### src/rtl/uart_digest_sender.sv
// Serialises a captured hash digest into one-character UART send requests,
// as lowercase hex (or raw bytes) followed by an optional CR LF.
module uart_digest_sender #(
    parameter int NUM_BYTES   = 32,
    parameter bit HEX_ASCII   = 1'b1,
    parameter bit APPEND_CRLF = 1'b1,
    parameter int ACK_TIMEOUT = 4
) (
    input  logic                   clk,
    input  logic                   rst,
    input  logic [8*NUM_BYTES-1:0] digest,
    input  logic                   digest_valid,
    output logic                   digest_ready,
    input  logic                   tx_busy,
    output logic [7:0]             tx_data,
    output logic                   tx_send,
    output logic                   active,
    output logic                   done
);

    localparam int DW    = 8 * NUM_BYTES;
    localparam int NDIG  = NUM_BYTES * (HEX_ASCII ? 2 : 1);
    localparam int TOTAL = NDIG + (APPEND_CRLF ? 2 : 0);
    localparam int TW    = $clog2(ACK_TIMEOUT + 1);

    localparam logic [7:0]    NDIG_C   = 8'(NDIG);
    localparam logic [7:0]    TOTAL_C  = 8'(TOTAL);
    localparam logic [TW-1:0] TMO_LAST = TW'(ACK_TIMEOUT - 1);

    typedef enum logic [2:0] {
        S_IDLE,
        S_LOAD,
        S_SEND,
        S_WSTART,
        S_WDONE,
        S_FINISH
    } state_t;

    state_t        r_state;
    state_t        w_next;
    logic [DW-1:0] r_shift;
    logic [DW-1:0] w_shift_nxt;
    logic [7:0]    r_cnt;
    logic [7:0]    w_cnt_nxt;
    logic [TW-1:0] r_tmo;
    logic [TW-1:0] w_tmo_nxt;
    logic [7:0]    r_data;
    logic [7:0]    w_data_nxt;
    logic          r_send;
    logic          w_send_nxt;
    logic          r_ready;
    logic          r_active;
    logic          r_done;
    logic [3:0]    w_nib;
    logic [7:0]    w_hex;
    logic [7:0]    w_char;
    logic [7:0]    w_cnt_inc;

    assign w_nib     = r_shift[DW-1 -: 4];
    assign w_hex     = (w_nib < 4'd10) ? {4'h3, w_nib} : (8'h57 + {4'h0, w_nib});
    assign w_cnt_inc = r_cnt + 8'd1;

    // Digest characters first, then CR and LF once the digest is exhausted
    always_comb begin
        w_char = 8'h0A;
        if (r_cnt < NDIG_C) begin
            w_char = HEX_ASCII ? w_hex : r_shift[DW-1 -: 8];
        end else if (r_cnt == NDIG_C) begin
            w_char = 8'h0D;
        end
    end

    always_comb begin
        w_next      = r_state;
        w_shift_nxt = r_shift;
        w_cnt_nxt   = r_cnt;
        w_tmo_nxt   = r_tmo;
        w_data_nxt  = r_data;
        w_send_nxt  = 1'b0;
        unique case (r_state)
            S_IDLE: begin
                if (digest_valid && r_ready) begin
                    w_shift_nxt = digest;
                    w_cnt_nxt   = 8'd0;
                    w_next      = S_LOAD;
                end
            end
            S_LOAD: begin
                w_data_nxt = w_char;
                w_next     = S_SEND;
            end
            S_SEND: begin
                if (!tx_busy) begin
                    w_send_nxt = 1'b1;
                    w_tmo_nxt  = '0;
                    w_next     = S_WSTART;
                end
            end
            S_WSTART: begin
                if (tx_busy || (r_tmo == TMO_LAST)) begin
                    w_next = S_WDONE;
                end else begin
                    w_tmo_nxt = r_tmo + 1'b1;
                end
            end
            S_WDONE: begin
                if (!tx_busy) begin
                    w_cnt_nxt   = w_cnt_inc;
                    w_shift_nxt = HEX_ASCII ? (r_shift << 4) : (r_shift << 8);
                    w_next      = (w_cnt_inc == TOTAL_C) ? S_FINISH : S_LOAD;
                end
            end
            S_FINISH: begin
                w_next = S_IDLE;
            end
            default: begin
                w_next = S_IDLE;
            end
        endcase
    end

    // Status outputs are registered from the next state so they are glitch-free
    always_ff @(posedge clk) begin
        if (!rst) begin
            r_state  <= S_IDLE;
            r_shift  <= '0;
            r_cnt    <= 8'd0;
            r_tmo    <= '0;
            r_data   <= 8'h00;
            r_send   <= 1'b0;
            r_ready  <= 1'b0;
            r_active <= 1'b0;
            r_done   <= 1'b0;
        end else begin
            r_state  <= w_next;
            r_shift  <= w_shift_nxt;
            r_cnt    <= w_cnt_nxt;
            r_tmo    <= w_tmo_nxt;
            r_data   <= w_data_nxt;
            r_send   <= w_send_nxt;
            r_ready  <= (w_next == S_IDLE);
            r_active <= (w_next != S_IDLE) && (w_next != S_FINISH);
            r_done   <= (w_next == S_FINISH);
        end
    end

    assign digest_ready = r_ready;
    assign tx_data      = r_data;
    assign tx_send      = r_send;
    assign active       = r_active;
    assign done         = r_done;

endmodule

### config.mk
export PLATFORM = sky130hd
export DESIGN_NAME = uart_digest_sender
export DESIGN_NICKNAME = d
export VERILOG_FILES = /design/src/rtl/uart_digest_sender.sv
export SDC_FILE = /design/constraint.sdc
export NUM_CORES = 1
export LEC_CHECK = 0
export CORE_ASPECT_RATIO = 0.7
export CORE_UTILIZATION = 52
export DETAILED_ROUTE_END_ITERATION = 7
export GPL_ROUTABILITY_DRIVEN = 0
export PLACE_DENSITY_LB_ADDON = 0.1
export SYNTH_ARGS = -nofsm -noshare
export SYNTH_HDL_FRONTEND = slang
export SYNTH_SLANG_ARGS = --single-unit
### constraint.sdc
create_clock -name clk -period 2.35 [get_ports clk]
set_input_delay 0.47 -clock clk [delete_from_list [all_inputs] [get_ports clk]]
set_output_delay 0.47 -clock clk [all_outputs]
set_load 0.02 [all_outputs]
== Yosys cells after proc, flatten, opt, wreduce, memory -nomap -nowiden ==
Index checks and enable logic that the tools add are counted.

* Register bits after elaboration: 282
* Input port bits: 260
* Logic and storage cells: 57
* Output and inout bits: 12

* Muxes and demuxes: 19
* Equal/unequal tests: 13
* Reductions and logical operators: 11
* Magnitude comparators: 2
* Add/subtract/negate cells: 3

{| class="wikitable"
|+ Operators with widths
! operator !! count
|-
| 256-bit two-way mux || 2
|-
| 256-bit one-hot mux with 2 select lines || 1
|-
| 8-bit two-way mux || 4
|-
| 3-bit two-way mux || 8
|-
| 8-bit by 7-bit == test with 1-bit output (second input constant) || 2
|-
| 8-bit one-hot mux with 2 select lines || 1
|-
| 3-bit one-hot mux with 5 select lines || 1
|-
| 3-bit by 2-bit == test with 1-bit output (second input constant) || 3
|-
| 7-bit by 4-bit adder with 8-bit output (first input constant) || 1
|-
| 8-bit by 1-bit adder with 8-bit output (second input constant) || 1
|-
| 8-bit by 7-bit < comparator with 1-bit output (second input constant) || 1
|-
| 2-bit != test (second input constant) || 4
|-
| 3-bit == test (second input constant) || 2
|-
| 3-bit zero test || 2
|-
| 3-bit one-hot mux with 2 select lines || 1
|-
| 3-bit AND reduction || 2
|-
| 4-bit < comparator (second input constant) || 1
|-
| 2-bit nonzero test || 2
|-
| 3-bit by 1-bit adder with 3-bit output (second input constant) || 1
|-
| 3-bit by 1-bit == test with 1-bit output (second input constant) || 1
|-
| 3-bit != test (second input constant) || 1
|-
| 3-bit nonzero test || 1
|-
| 1-bit logical AND || 2
|-
| 2-bit AND reduction || 1
|-
| 2 further kinds || 2
|}

== Logic depth before layout (Yosys ltp) ==
* Depth after elaboration: 7
* Depth in mapped cells: 8
* Mapped depth without buffers: 7

== Worst setup path before layout ==
OpenSTA, ideal clock, no wires.

* Path type: register -> register
* Start: register r_state[1]
* End: register r_shift[10]
* Path buffers: 4
* Arrival time: 1.709 ns
* Required time: 2.234 ns
* Library setup time: 0.116 ns
* Period minus slack after synthesis: 1.826 ns
* Stages on the path, launching flop included: 9
* Setup slack: 0.524 ns
* Cells stage by stage: dfxtp_1 -> buf_2 -> or4b_1 -> buf_2 -> o31ai_4 -> buf_4 -> buf_4 -> nand3_1 -> o211a_1

* Cells in the longest elaborated chain, start to end: 3
* Elaborated cells on any way between the ends: 7
* Those cells by class: eq/ne: 3; mux: 1; reduce/logical: 3

{| class="wikitable"
|+ Ends and longest elaborated chain
! element !! line !! RTL
|-
| start, declared || 39 || <nowiki>state_t r_state;</nowiki>
|-
| start signal, assigned || 135 || <nowiki>r_state <= w_next;</nowiki>
|-
| 3-bit == test or 3-bit zero test (tied branches) || 80 || <nowiki>unique case (r_state)</nowiki>
|-
| 2-bit != test (no source line) or 2-bit nonzero test (tied branches) || - ||
|-
| 3-bit AND reduction (no source line) || - ||
|-
| end signal, assigned || 136 || <nowiki>r_shift <= w_shift_nxt;</nowiki>
|-
| end, declared || 41 || <nowiki>logic [DW-1:0] r_shift;</nowiki>
|}

Several ways; a longest one is shown, not always the timed one.
A chain may end at the register's enable or synchronous reset.

== Worst setup path after layout ==
* Start: register r_state[0]
* End: register r_shift[170]

The elaborated chain is that of the path after synthesis.

==> results.py <==
metrics = {
    "run_status": {
        "status": "finished clean",
    },
    "synth": {
        "yosysUniqueCellTypes": 44,
        "synth_area_leaders": "dfxtp_1 44%, o211a_1 20%, nand2_1 15%, nand3_1 10%, clkbuf_1 2.6%",
        "syn_inst": 1583,
        "synth_nets": 1849,
        "yosys_most_used_dff": "dfxtp_1",
        "synth_seq_cells": 281,
        "synth-edff-count": 0,
        "synth_seq_area_share_pct": 43.5,
        "synthDominantCellAreaShare_pct": 43.5,
        "synth_area_mm2": 0.0129,
        "yosysWarnings": 0,
        "synthArstFlopShare_pct": 0,
        "syn_area_per_cell_um2": 8.16,
        "synth_top_area_cell": "dfxtp_1",
    },
    "critical_path": {
        "regToRegSetupSlack_ns": 0.22,
        "slowest_stage": "o31ai_4",
        "cp_max_fo": 42,
        "cp_slowest_stage_delay_ns": 0.48,
        "cp.arrival_ns": 2.54,
        "path_class": "flop to flop",
        "worstRegToRegCells": 6,
        "cp_data_required_time_ns": 2.76,
        "startpoint": "r_state[0]$_SDFF_PN0_",
        "timing.rr.start": "r_state[0]$_SDFF_PN0_",
        "crit_chain": "or2_1, o31ai_4, buf_4, buf_12, nand3_1, o211a_1",
        "cp-end-kind": "flop",
        "reg2reg_to": "r_shift[170]$_SDFFE_PN0P_",
        "start_kind": "flop",
    },
    "cts": {
        "path_clk_slew_ns": 0.06,
        "ctsHoldBuffers": 0,
        "cts_root_buf": "clkbuf_16",
        "cts_buffers": 27,
        "insertion_delay_ns": 0.52,
        "cts_tree": "yes",
        "cts_buffer_depth": 3,
        "clock-sinks": 281,
        "cts_max_level": 1,
        "cts_resized": 0,
        "postCtsSetupRepairBufs": 0,
    },
    "timing": {
        "period_share_pct": 90.7,
        "relSlewSlack_pct": 46.2,
        "fmax_mhz": 469,
        "final_max_slew_viol_count": 0,
        "fin_skew_ns": 0.00923,
        "rsz0062_at_grt": "false",
        "setup_viol": 0,
        "post-route-min-period_ns": 2.13,
        "hold_viol": 0,
        "worst_pin_slew_ns": 0.807,
    },
    "layout": {
        "layout_common_cells": "520 x nand2_1, 281 x dfxtp_1, 269 x clkdlybuf4s50_1",
        "syn_to_final_growth_pct": 30.4,
        "num_antenna_cells": 0,
        "instances_no_fill": 2116,
        "final_common_cell": "nand2_1",
        "fin_nets": 2048,
        "layout-drive-gt1-share_pct": 5.23,
    },
    "route": {
        "first_pass_iters": 8,
        "wl_per_cell_um": 15.7,
        "vias": 11910,
        "routed_wl_mm": 33.2,
        "vias_per_cell": 5.63,
        "post-route-drc-count": 0,
        "initialDrtViolationCount": 845,
        "ant_nets": 0,
    },
    "global_routing": {
        "grt_overflow": 0,
        "antenna_found_initial": 0,
        "grt_max_degree": 175,
        "grt_pass1_wl_mm": 54.6,
        "grt_pass1_vias": 10939,
        "gr-usage-all-layers_pct": 25.6,
    },
    "floorplan": {
        "num_io_pins": 272,
        "chipWidth_um": 190,
        "start_util_pct": 53.8,
        "core_area_mm2": 0.0240,
        "die-area_mm2": 0.0255,
        "rows": 47,
        "fp.dieH_um": 134,
    },
    "placed_design": {
        "hpwlAfterDp_mm": 22.5,
        "dpl.cell_count": 2071,
        "portBuffers": 270,
    },
    "power": {
        "power_uw": 11400,
        "p_leak_uw": 0.00909,
        "power_density_mw_per_mm2": 675,
        "peakVddDrop_mv": 0.563,
    },
    "min_path": {
        "hp-class": "flop to flop",
        "hold_path_depth": 2,
        "hp-start": "tx_data[1]$_SDFFE_PN0P_",
        "min_to": "tx_data[1]$_SDFFE_PN0P_",
    },
    "run": {
        "cap_violations": 0,
    },
}
[worst max-delay path: cells and delay by family, from the launching register on]
kind	cells	cell delay, ns
compound gates	2	0.63
simple gates	2	0.49
flops	1	0.45
buf+inv	2	0.44
[flip-flops by register name, indices dropped and copies added, names as in the netlist]
signal	flops
active	1
digest_ready	1
done	1
r_cnt	8
r_shift	256
r_state	3
r_tmo	3
tx_data	7
tx_send	1
[cells in the mapped netlist (2+ instances only)]
cell and number:
a21boi_0 9, a21oi_1 17, a22oi_1 4, and2_1 2, and3_1 2, buf_1 2
buf_2 26, buf_4 33, clkbuf_1 88, dfxtp_1 281, ha_1 6, inv_1 7
nand2_1 520, nand3_1 260, nor2_1 12, nor2b_1 10, nor3_1 2, nor3b_1 7
nor4b_1 2, o211a_1 253, o21a_1 3, o21ai_0 13, or3b_2 3
[metal layers]
layer / part of all wire, % / track usage (%) / vias up
li1: - / - / 5919
met1: 48 / 38.3 / 5613
met2: 44 / 39.3 / 341
met3: 6.1 / 3.45 / 37
met4: 1.5 / 5.16 / 0
met5: 0 / 0 / -
[logic make-up after synthesis]
family	synth area share, %
XOR/XNOR	0.0678
AND/OR/NAND/NOR	27.6
AO/OA/AOI/OAI	22.3
adder cells (fa/ha/maj)	0.581
buffers and inverters	5.83
flip-flops	43.5
multiplexers	0.0775
other	0.0290
[worst max-delay path by stage]
stage                           endpoint  slack, ns  cells past startpoint
3_3_place_gp     r_shift[4]$_SDFFE_PN0P_      -0.03                      7
5_1_grt            r_cnt[3]$_SDFFE_PN0P_       0.04                      5
3_5_place_dp   r_shift[170]$_SDFFE_PN0P_      -0.06                      7
2_1_floorplan   r_shift[10]$_SDFFE_PN0P_       0.52                      7
6_report       r_shift[170]$_SDFFE_PN0P_       0.22                      6
4_1_cts        r_shift[170]$_SDFFE_PN0P_       0.22                      6
[layout make-up]
type	count	area, µm²
Sequential cell	281	5630
Clock buffer	37	733
Clock inverter	8	120
Multi-Input combinational cell	1145	6550
Fill cell	1910	7150
Inverter	7	26.3
Timing Repair Buffer	320	3390
Tap cell	318	398
[per-stage QoR]
step | utilization, % | setup slack [ns] | hold WS (ns) | TNS (ns) | instance area [µm²]
4_1_cts | 70.2 | 0.221 | 0.468 | 0 | 16800
5_1_grt | 70.2 | 0.0387 | 0.502 | 0 | 16800
3_5_place_dp | 66.7 | -0.0620 | 0.460 | -1.79 | 16000
6_report | 70.2 | 0.220 | 0.465 | 0 | 16800
2_1_floorplan | - | 0.524 | 0.472 | 0 | 12900
3_3_place_gp | 66.7 | -0.0319 | 0.455 | -0.421 | 16000
[power breakdown]
part / internal (µW) / switching, µW
logic: 959 / 704
registers: 5200 / 236
clock network: 2490 / 1770
No activity file was read; power rests on OpenSTA's default activity.
